File: src/rtl/direction_filter.sv
// direction_filter: debounced tilt-to-heading filter with dead-zone, axis hysteresis and no-reverse rule
module direction_filter #(
  parameter int WIDTH = 10,
  parameter int DEADZONE = 50,
  parameter int HYST = 8,
  parameter int STABLE_COUNT = 4
) (
  input  logic             clk,
  input  logic             reset,
  input  logic             clear,
  input  logic             sample_valid,
  input  logic [WIDTH-1:0] input_x,
  input  logic [WIDTH-1:0] input_y,
  output logic [2:0]       direction,
  output logic             flat,
  output logic             dir_changed,
  output logic             reverse_reject
);
  localparam int CW = $clog2(STABLE_COUNT + 1) < 1 ? 1 : $clog2(STABLE_COUNT + 1);
  localparam logic [2:0] NONE = 3'b100;
  localparam logic [WIDTH-1:0] DZ = WIDTH'(DEADZONE);
  localparam logic [WIDTH-1:0] HY = WIDTH'(HYST);
  localparam logic [CW-1:0] SC = CW'(STABLE_COUNT);
  logic [WIDTH-1:0] ax, ay, other, held;
  logic [2:0] pending, cand;
  logic [CW-1:0] cnt, cnt_nxt;
  logic naive_y, sel_y, same, hit, rev;
  // One's-complement magnitudes, widened by a bit so the hysteresis sum cannot wrap
  assign ax = {1'b0, input_x[WIDTH-1] ? ~input_x[WIDTH-2:0] : input_x[WIDTH-2:0]};
  assign ay = {1'b0, input_y[WIDTH-1] ? ~input_y[WIDTH-2:0] : input_y[WIDTH-2:0]};
  // Candidate heading, debounce bookkeeping and reversal detection
  always_comb begin
    naive_y = ay > ax;
    other = naive_y ? ay : ax;
    held = direction[0] ? ay : ax;
    sel_y = (!direction[2] && naive_y != direction[0] && !(other > held + HY)) ? direction[0] : naive_y;
    cand = (ax < DZ && ay < DZ) ? NONE : {1'b0, sel_y ? input_y[WIDTH-1] : ~input_x[WIDTH-1], sel_y};
    same = cand == pending;
    cnt_nxt = same ? (cnt == SC ? cnt : cnt + CW'(1)) : CW'(1);
    hit = cnt_nxt == SC && (!same || cnt != SC);
    rev = !direction[2] && !cand[2] && cand[0] == direction[0] && cand[1] != direction[1];
  end
  // Registered heading state; reset and clear both return to the no-direction state
  always_ff @(posedge clk) begin
    if (reset || clear) begin
      direction <= NONE;
      pending <= NONE;
      cnt <= '0;
      flat <= 1'b1;
      dir_changed <= 1'b0;
      reverse_reject <= 1'b0;
    end else begin
      dir_changed <= 1'b0;
      reverse_reject <= 1'b0;
      if (sample_valid) begin
        pending <= cand;
        cnt <= cnt_nxt;
        flat <= cand[2];
        if (hit && !cand[2] && cand != direction) begin
          if (rev) begin
            reverse_reject <= 1'b1;
          end else begin
            direction <= cand;
            dir_changed <= 1'b1;
          end
        end
      end
    end
  end
endmodule

File: config.mk
export PLATFORM = sky130hd
export DESIGN_NAME = direction_filter
export DESIGN_NICKNAME = d
export VERILOG_FILES = /design/src/rtl/direction_filter.sv
export SDC_FILE = /design/constraint.sdc
export NUM_CORES = 1
export LEC_CHECK = 0
export BUFFER_PORTS_ARGS = -buffer_cell sky130_fd_sc_hd__buf_4
export CORE_MARGIN = 4
export CORE_UTILIZATION = 45
export CTS_CLUSTER_SIZE = 16
export DETAILED_ROUTE_END_ITERATION = 8
export PLACE_DENSITY = 0.76
export SLEW_MARGIN = 0
export SYNTH_ARGS = -nofsm -noshare
export SYNTH_HDL_FRONTEND = slang
export SYNTH_SLANG_ARGS = --single-unit
File: constraint.sdc
create_clock -name clk -period 7.4 [get_ports clk]
set_clock_uncertainty 0.05 [all_clocks]
set_input_delay 2.22 -clock clk [delete_from_list [all_inputs] [get_ports clk]]
set_output_delay 2.22 -clock clk [all_outputs]
set_load 0.05 [all_outputs]
# After elaboration in Yosys (flattened, before gate mapping)
# Index checks and enable logic that the tools add are counted.
[totals]
register_bits = 12
out_inout_bits = 6
word_cells = 54
[classes]
mux = 11
n_bitwise = 6
order_cmp = 4
reduce_logical = 17
n_eq_ne = 8
add_sub_neg = 2
[op_table]
columns = ["op", "count"]
rows = [
  ["9-bit two-way mux", 4],
  ["9-bit by 6-bit < comparator with 1-bit output, second input constant", 2],
  ["9-bit inverter", 2],
  ["9-bit by 4-bit adder with 10-bit output, second input constant", 1],
  ["9-bit by 10-bit > comparator with 1-bit output", 1],
  ["9-bit > comparator", 1],
  ["1-bit logical AND", 9],
  ["3-bit two-way mux", 3],
  ["3-bit == test, second input constant", 2],
  ["1-bit logical NOT", 4],
  ["1-bit two-way mux", 4],
  ["1-bit inverter", 4],
  ["3-bit by 1-bit adder with 3-bit output, second input constant", 1],
  ["3-bit == test", 1],
  ["3-bit != test", 1],
  ["3-bit != test, second input constant", 1],
  ["3-bit AND reduction", 1],
  ["3-bit OR reduction", 1],
  ["1-bit logical OR", 2],
  ["1-bit != test", 2],
  ["1-bit == test", 1],
]

# Logic depth before layout (Yosys ltp)
# Gate-level depths: netlist (run 1).
[logic_depth]
ltp_word = 18
depth_mapped = 24
ltp_nobuf = 21

# Worst setup path after synthesis (run 1)
# OpenSTA, ideal clock, no wires.
[synth_timing]
path_kind = "input to register"
start = "in input_y[9]"
end = "reg cnt[0]"
setup_ns = 0.115
slack_ns = 0.429
n_path_buf = 3
arrival_time_ns = 6.806
cell_stages = 23
required_time_ns = 7.235
cell_sequence = "buf_6 clkbuf_1 xnor2_1 inv_1 ha_1 nand3_1 nor3_1 and3_1 a211oi_2 nor2_1 clkbuf_1 a21oi_1 ha_1 nand4_1 o21bai_1 a31oi_1 nor2_1 o31a_1 o21a_1 or4b_1 a32oi_2 a31oi_1 o21a_1"
[synth_between]
elab_chain_cells = 11
word_cells_on_any_way = 17
[synth_rtl]
columns = ["item", "line_no", "source"]
rows = [
  ["start, declared", "13", "input logic [WIDTH-1:0] input_y,"],
  ["9-bit two-way mux", "30", "assign ay = {1'b0, input_y[WIDTH-1] ? ~input_y[WIDTH-2:0] : input_y[WIDTH-2:0]};"],
  ["9-bit two-way mux or 9-bit > comparator (tied branches)", "35, 33", ""],
  ["9-bit by 4-bit adder with 10-bit output or 9-bit two-way mux (tied branches)", "36, 34", ""],
  ["9-bit by 10-bit > comparator with 1-bit output", "36", "sel_y = (!direction[2] && naive_y != direction[0] && !(other > held + HY)) ? direction[0] : naive_y;"],
  ["1-bit logical NOT", "36", ""],
  ["1-bit logical AND", "36", ""],
  ["1-bit two-way mux", "36", ""],
  ["1-bit two-way mux", "37", "cand = (ax < DZ && ay < DZ) ? NONE : {1'b0, sel_y ? input_y[WIDTH-1] : ~input_x[WIDTH-1], sel_y};"],
  ["3-bit two-way mux *", "37", ""],
  ["3-bit == test *", "38", "same = cand == pending;"],
  ["3-bit two-way mux *", "39", "cnt_nxt = same ? (cnt == SC ? cnt : cnt + CW'(1)) : CW'(1);"],
  ["end signal, assigned", "57", "cnt <= cnt_nxt;"],
  ["end, declared", "26", "logic [CW-1:0] cnt, cnt_nxt;"],
]
# Mark *: on every way between the ends. The rest lies on a longest branch, timed or not.
# A chain may end at the register's enable or synchronous reset.

# Worst setup path in the final report (run 1)
# Same ends and word-level chain as after synthesis.

==> flow_summary.ini, run 1 <==
[status]
status = completed

[sta]
max_freq_ghz = 0.149
tightest_slew_ps = 546
fin_crit_ps = 6720
fin_crit_sh_pct = 90.8
finalSetupViolations = 0
hold_violations = 0
fin_setup_tns_ps = 0
hold-worst-slack_ps = 431
slew_violations = 0
rsz0062_at_grt = false
relSlewSlack_pct = 63.6

[detailed_routing]
post_drt_wl_per_cell_um = 13.7
via_count = 1678
routed_via_density = 5.65
drcViolationCount = 0
ant_nets = 0
drt_first_pass_iters = 4
drt_iter0_drc = 66
wirelength_um = 4080

[die]
fp.dieH_um = 69.9
coreArea_mm2 = 0.00369
die_w_um = 69.9
die-area_mm2 = 0.00489
start_util_pct = 46.8
placementRows = 22
ioPinCount = 30

[power_and_ir_drop]
swShare_pct = 40.9
power_density_mw_per_mm2 = 145
irDropWorstVdd_mv = 0.162
power_frac_clock_pct = 20.3
internal-power_w = 0.000172
finalPower_w = 0.000291
pwr-share-seq_pct = 21.2
switchingPower_w = 0.000119
p_leak_nw = 0.852
p_comb_share_pct = 58.5

[clock_network]
clk_pin_slew_ps = 50
htree_levels = 1
cts_tree = done
cts_made_buffers = 3
cts.sinks = 11
cts_root_buf = clkbuf_8
clk_path_buf_depth = 2
hold_buffers = 0
insertion_delay_ps = 230
cts_setup_buffers = 0
cts_resized = 0

[worst_setup_path]
timing.rr.start = direction[0]
crit_arrival_ps = 6800
crit_path_max_fanout = 18
end_kind = flop
startpoint_type = input pin
required_ps = 7480
critPathKind = input pin to flop
r2r-end = direction[0]
r2r_slack_ps = 3020
r2r_cells = 16

[job]
maxCapViolCount = 0

[yosys]
syn_inst = 222
synth-seq-cells = 11
syn_avg_cell_area_um2 = 7.77
synth_nets = 267
synth_area_mm2 = 0.00173
synth_seq_area_share_pct = 12.8
yosys_warnings = 0
synth_cell_type_count = 51

[hold_path]
min_from = cnt[1]
hold_depth = 2
min_to = cnt[1]
hold_class = flop to flop

[final_layout]
antenna_cells = 0
finalNetCount = 295
fin_cells = 297
drive_gt1_share_pct = 20.1
area_delta_synth_final_pct = 16.6

[global_route]
grt_overflow = 0
grt_max_degree = 19
grt_pass1_wl_um = 7040
antenna_found_initial = 0
grtUsageTotal_pct = 17.0
first_global_vias = 1646

[placement]
portBuffers = 29
gp_congestion = 0.832
place_inst = 293
hpwl_um = 3290
[worst max-delay path, cell delays in order]
cell	delay, ps
buf_4	190
xnor2_1	220
inv_1	80
ha_1	300
nand2_1	80
o21a_1	190
a211o_1	270
a211oi_2	240
nor2_1	70
buf_4	190
nor2_1	90
a21oi_1	50
ha_1	330
nand4_1	120
o21bai_1	170
a31oi_1	180
nor2_1	80
o31a_1	370
o21a_1	270
or4b_1	500
a32oi_2	280
a31oi_1	130
o21a_1	170
[per-layer routing]
metal	track usage, %	wire (µm)
met1	21.5	1820
met2	29.2	2020
met3	2.16	182
met4	6.17	61
met5	0	0
[placed cells by master (no fill, tap or decap), types with 5 or more instances in the layout]
cell | synthesis | final
dfxtp_1 | 11 | 11
xor2_1 | 6 | 6
ha_1 | 21 | 21
buf_4 | 0 | 31
a21oi_1 | 22 | 22
nor3_1 | 8 | 8
nand2_1 | 15 | 15
xnor2_1 | 16 | 16
nand3_1 | 7 | 7
o21ai_0 | 5 | 5
nor2_1 | 20 | 20
inv_1 | 14 | 14
[worst max path at each step]
| stage | startpoint | endpoint | slack (ps) | cells after the start |
|---|---|---|---|---|
| 6_report | input_y[9] | cnt[0] | 680 | 23 |
| 5_1_grt | input_x[9] | direction[0] | 80 | 22 |
| 4_1_cts | input_y[9] | cnt[0] | 710 | 23 |
| 3_5_place_dp | input_x[9] | cnt[0] | 480 | 21 |
| 3_3_place_gp | input_x[9] | direction[0] | 450 | 21 |
| 2_1_floorplan | input_y[9] | cnt[0] | 430 | 23 |
[cells in the mapped netlist, drive strengths merged]
| library cell | instances | area [µm²] |
|---|---|---|
| xor2 | 6 | 52.6 |
| o221ai | 1 | 8.76 |
| a21o | 2 | 15.0 |
| o22a | 1 | 8.76 |
| clkbuf | 4 | 15.0 |
| or4b | 1 | 10.0 |
| nand3 | 7 | 35.0 |
| o311a | 1 | 10.0 |
| xnor2 | 20 | 205 |
| and3 | 2 | 12.5 |
| o21a | 4 | 30.0 |
| or4 | 2 | 15.0 |
| or2 | 2 | 12.5 |
| nand2 | 15 | 56.3 |
| a211oi | 3 | 27.5 |
| and2 | 1 | 6.26 |
| nor3b | 1 | 7.51 |
| a311oi | 1 | 8.76 |
| dfxtp | 11 | 220 |
| buf | 4 | 37.5 |
| nor4 | 4 | 40.0 |
| nand4 | 3 | 18.8 |
| mux2 | 4 | 45.0 |
| a211o | 2 | 17.5 |
| o31a | 2 | 17.5 |
| inv | 16 | 60.1 |
| a31oi | 3 | 18.8 |
| a2111oi | 3 | 26.3 |
| and3b | 1 | 8.76 |
| nor2 | 20 | 75.1 |
| nand3b | 1 | 7.51 |
| mux2i | 4 | 40.0 |
| o311ai | 2 | 25.0 |
| nor2b | 1 | 6.26 |
| nand2b | 2 | 12.5 |
| a21oi | 22 | 110 |
| o21ai | 7 | 35.0 |
| o21bai | 1 | 7.51 |
| o2111ai | 2 | 17.5 |
| ha | 21 | 263 |
| o211ai | 3 | 22.5 |
| a32oi | 1 | 16.3 |
| nor3 | 8 | 40.0 |
[power by group through the flow]
stage          logic [W]  clock network, W  registers, W
4_1_cts         0.000170         0.0000615     0.0000617
3_3_place_gp    0.000167                 0     0.0000630
3_5_place_dp    0.000168                 0     0.0000630
2_1_floorplan   0.000127                 0     0.0000637
6_report        0.000170         0.0000590     0.0000618
5_1_grt         0.000193         0.0000651     0.0000619
[area by class of cell]
| cell class | count | area, µm² |
|---|---|---|
| fillers | 367 | 1680 |
| inverters | 16 | 60.1 |
| flip-flops and latches | 11 | 220 |
| multi-input cells | 187 | 1390 |
| well taps | 48 | 60.1 |
| repair buffers | 31 | 233 |
| clock inverters | 1 | 5.00 |
| clock buffers | 3 | 41.3 |
[cells by family (layout without fill, tap and decap cells)]
logic type	count (synthesis)	after routing	share of synthesized area, %
compound gates	61	61	24.5
xor+xnor	26	26	14.9
fa+ha+maj	21	21	15.2
buf+inv	24	51	6.53
flops	11	11	12.8
mux	8	8	4.93
simple gates	71	71	21.1
[sequential cells by signal, summed over array words and instances, names as in the netlist]
signal,cells
pending,2
reverse_reject,1
dir_changed,1
cnt,3
flat,1
direction,3
[metrics by stage]
stage                     utilization (%)  instance area [µm²]  worst slack (ps)
after floorplan                         -                 1730               429
after global placement               53.3                 1970               454
after detailed placement             53.3                 1970               483
after CTS                            54.5                 2010               713
after global routing                 54.5                 2010              78.9
final                                54.5                 2010               682
Note: power is estimated with default switching activity, not from simulation.
==> run 2, diff against run 1 <==
- CORE_ASPECT_RATIO: unset -> 0.75
==> run 2 against run 1 <==
  * Worst hold slack improved by 9.8 ps
  * Total power up 3.6%
  * Critical path depth stayed put
  * Global-route usage increased by 1.9 points
  * Critical path type unchanged
  * Sequential share of layout area fell by 0.061 points
  * Final cell count rose by 1.7%
  * Sequential power is essentially flat
  * Combinational power rose by 4%
  * Die area grew 0.21%
  * Non-clock buffer count increased by 1
  * First-iteration DRC count up 88%
  * Clock power is 6.4% higher
==> flow_summary.ini, run 2 (synthesis results as in run 1) <==
[worst_setup_path]
cp_num_buf_inv = 3
r2r_cells = 16
worstSetupEndpoint = direction[0]
crit_path_start = input_y[9]
timing.rr.start = direction[0]
crit_arrival_ps = 7060
required_ps = 7520
crit_path_frequent_cell = nor2_1
cp.depth = 23
end_kind = flop
path_cells = buf_4 -> xnor2_1 -> inv_1 -> ha_1 -> nand2_1 -> o21a_1 -> a211o_1 -> a211oi_2 -> nor2_1 -> buf_4 -> nor2_1 -> a21oi_1 -> ha_1 -> nand4_1 -> o21bai_1 -> a31oi_1 -> nor2_1 -> o311ai_1 -> o21a_1 -> o2111ai_1 -> o22a_1 -> or4_1 -> a21oi_1
r2r_slack_ps = 2850
r2r-end = direction[0]
crit_slowest_cell = or4_1
cp_top_family = compound AO/OA/AOI/OAI gates
cpPeakStageDelay_ps = 500
startpoint_type = input pin
crit_path_max_fanout = 18
critPathKind = input pin to flop

[global_route]
grt_overflow = 0
grtUsageTotal_pct = 18.9
first_global_vias = 1532
grt_pass1_wl_um = 7200
grt_max_degree = 19
antenna_found_initial = 0

[clock_network]
cts_resized = 0
cts_tree = done
clk_pin_slew_ps = 50
htree_levels = 1
insertion_delay_ps = 250
cts_root_buf = clkbuf_8
cts.sinks = 11
cts_setup_buffers = 0
clk_path_buf_depth = 2
hold_buffers = 0
cts_made_buffers = 3

[sta]
finalSetupViolations = 0
tightest_slew_ps = 612
fin_setup_tns_ps = 0
hold_violations = 0
max_freq_ghz = 0.144
fin_crit_ps = 6940
fin_crit_sh_pct = 93.8
hold-worst-slack_ps = 441
relSlewSlack_pct = 59.1
slew_violations = 0
rsz0062_at_grt = false

[detailed_routing]
wirelength_um = 4370
routed_via_density = 5.79
drcViolationCount = 0
drt_first_pass_iters = 4
post_drt_wl_per_cell_um = 14.5
via_count = 1749
ant_nets = 0
drt_iter0_drc = 124

[die]
die_w_um = 79.5
ioPinCount = 30
fp.dieH_um = 61.6
die-area_mm2 = 0.00490
coreArea_mm2 = 0.00368
start_util_pct = 46.8
placementRows = 19

[placement]
place_area_mm2 = 0.00198
portBuffers = 29
hpwl_um = 3470
gp_congestion = 0.925

[final_layout]
mostFrequentLayoutCell = buf_4
finalNetCount = 296
final_cell_mix = buf_4 (32), a21oi_1 (22), ha_1 (21), nor2_1 (20), xnor2_1 (16)
antenna_cells = 0
drive_gt1_share_pct = 20.0
largestRegisters = cnt x3, direction x3, pending x2
area_delta_synth_final_pct = 17.3
utilization_pct = 54.9
stdcell_area_mm2 = 0.00202

[power_and_ir_drop]
irDropWorstVdd_mv = 0.0795
power_density_mw_per_mm2 = 149
finalPower_w = 0.000302
p_leak_nw = 0.854

[job]
maxCapViolCount = 0

[hold_path]
hold_class = flop to flop

[status]
status = completed
==> run 2: cell count changes in the layout (fill, tap and decap cells not counted), sizes merged <==
cell | previous run | this run
clkbuf | 3 | 4
clkinv | 1 | 0
buf | 31 | 32
==> run 2: how the worst min path moves through the flow <==
stage	start	slack [ps]	cells after the start	end
CTS	cnt[1]	440	2	cnt[1]
floorplan	cnt[1]	410	2	cnt[1]
global placement	cnt[1]	420	2	cnt[1]
global route	cnt[1]	470	2	cnt[1]
finish	cnt[1]	440	2	cnt[1]
detailed placement	cnt[1]	430	2	cnt[1]
==> run 2: worst min-delay path, delay by kind of cell, from the launching register on <==
family / cells / cell delay (ps)
flip-flops: 1 / 320
AO/OA/AOI/OAI: 1 / 50
AND/OR/NAND/NOR: 1 / 70
==> run 2: metal layers <==
layer	up-vias	GRT usage [%]	wire, µm
li1	868	-	-
met1	811	27.5	2190
met2	68	29.0	1880
met3	2	3.95	297
met4	0	3.19	12
met5	-	0	0
==> run 2: where the power goes <==
| group | internal, W | switching (W) |
|---|---|---|
| Clock | 0.0000380 | 0.0000248 |
| Sequential | 0.0000605 | 0.00000132 |
| Combinational | 0.0000765 | 0.000101 |
| Total | 0.000175 | 0.000127 |
==> run 2: layout make-up <==
type	instances	area, µm²
clock buffers	4	45.0
fillers	338	1660
well taps	52	65.1
inverters	16	60.1
flip-flops and latches	11	220
repair buffers	32	240
multi-input cells	187	1390
==> run 2: per-stage QoR <==
stage	cells	setup slack [ps]
CTS	302	583
floorplan	222	429
finish	302	462
global route	302	95.2
detailed placement	298	390
global placement	298	466
==> run 3, diff against run 2 <==
- clock period: 7.4 -> 6.91 ns (I/O delays scaled with it)
==> run 3 against run 2 <==
  * Sequential share of layout area is 0.53 points lower
  * Clock-buffer cell count stayed put
  * Critical path depth unchanged
  * Critical path type unchanged
==> flow_summary.ini, run 3 (synthesis results as in run 1) <==
[global_route]
first_global_vias = 1538
antenna_found_initial = 0
grt_overflow = 0
grtUsageTotal_pct = 18.8
grt_pass1_wl_um = 7310
grt_max_degree = 19

[die]
placementRows = 19
die_w_um = 79.5
fp.dieH_um = 61.6
start_util_pct = 46.8
coreArea_mm2 = 0.00368
die-area_mm2 = 0.00490
ioPinCount = 30

[clock_network]
insertion_delay_ps = 240
clk_path_buf_depth = 2
cts_made_buffers = 3
cts_root_buf = clkbuf_8
hold_buffers = 0
cts_tree = done
htree_levels = 1
cts.sinks = 11
clk_pin_slew_ps = 50

[detailed_routing]
via_count = 1713
drt_first_pass_iters = 4
drt_iter0_drc = 173
drcViolationCount = 0
ant_nets = 0
wirelength_um = 4290
post_drt_wl_per_cell_um = 14.0
routed_via_density = 5.58

[final_layout]
antenna_cells = 0
largestRegisters = cnt x3, direction x3, pending x2
area_delta_synth_final_pct = 23.3
multi_input_area_mm2 = 0.00146
mostFrequentLayoutCell = buf_4
seq_area_um2 = 220
final_cell_mix = buf_4 (36), a21oi_1 (22), ha_1 (21), nor2_1 (20), nand2_1 (15)
nFillCells = 343
finalNetCount = 301
utilization_pct = 57.7
fin_cells = 307
drive_gt1_share_pct = 24.7

[sta]
fin_crit_sh_pct = 94.4
finalSetupViolations = 0
relSlewSlack_pct = 56.6
tightest_slew_ps = 650
fin_crit_ps = 6520
slew_violations = 0
max_freq_ghz = 0.153
hold_violations = 0

[placement]
place_inst = 302
portBuffers = 29
gp_congestion = 0.896
hpwl_um = 3490

[worst_setup_path]
end_kind = flop
crit_slowest_cell = or4_1
crit_arrival_ps = 6640
critPathKind = input pin to flop
cp_num_buf_inv = 3
cpPeakStageDelay_ps = 470
crit_path_frequent_cell = nor2_1
required_ps = 7030
path_cells = buf_6 -> xnor2_2 -> inv_1 -> ha_1 -> nand2_1 -> o21a_1 -> a211o_1 -> a211oi_2 -> nor2_1 -> buf_4 -> nor2_1 -> a21oi_1 -> ha_1 -> nand4_1 -> o21bai_1 -> a31oi_1 -> nor2_1 -> o311ai_1 -> o21a_4 -> o2111ai_1 -> o22a_2 -> or4_1 -> a21oi_1
startpoint_type = input pin
cp_top_family = compound AO/OA/AOI/OAI gates
crit_path_max_fanout = 18

[job]
maxCapViolCount = 0

[hold_path]
hold_class = flop to flop

[status]
status = completed

[power_and_ir_drop]
irDropWorstVdd_mv = 0.0748
power_density_mw_per_mm2 = 157
p_leak_nw = 0.914
-- run 3: cell type report --
cell class,count,share of cell area [%]
inverters,16,2.82
flip-flops and latches,11,10.4
repair buffers,37,13.2
multi-input cells,187,68.4
well taps,52,3.06
clock buffers,4,2.12
-- run 3: worst reg2reg max path, cell delays in order (launching register included) --
cell	delay, ps
dfxtp_1	730
inv_2	250
mux2i_1	260
ha_1	230
o311ai_2	150
xnor2_1	180
ha_1	320
a211o_1	310
a21oi_1	120
a31oi_1	90
nor2_1	170
o31a_1	290
o21a_4	200
o2111ai_1	170
o22a_2	310
or4_1	470
a21oi_1	130
-- run 3: power by group --
part	switching, W	internal (W)
sequential	0.00000138	0.0000648
clock	0.0000242	0.0000405
combinational	0.000111	0.0000911
total	0.000137	0.000196
-- run 3: metrics by stage --
step	hold WS, ps	TNS, ps	instance area [µm²]	worst slack [ps]	total power, W
6_report	433	0	2130	386	0.000333
3_5_place_dp	430	0	2010	45.0	0.000256
5_1_grt	472	-47.1	2130	-47.1	0.000364
2_1_floorplan	407	0	1730	86.3	0.000204
4_1_cts	437	0	2050	273	0.000323
3_3_place_gp	421	0	2010	118	0.000255
-- run 3: repair_timing --
item	CTS	global route
setup buffers	0	1
hold endpoints to repair	0	0
gates resized for setup	0	13
endpoints found under the setup margin	0	6
-- run 3: final timing paths --
kind                     start      endpoint  slack (ps)  depth (start not counted)
setup / recovery    input_y[9]  direction[0]         390                         23
hold / removal          cnt[1]        cnt[1]         430                          2
setup reg to reg  direction[0]  direction[0]        2410                         16
hold reg to reg         cnt[1]        cnt[1]         430                          2
-- run 3: layer usage --
metal	GRT usage (%)	vias to the layer above	share of wire, %
met5	0	-	0
met3	2.63	0	6.9
met2	26.4	51	41
li1	-	886	-
met1	30.5	776	53
met4	1.72	0	0
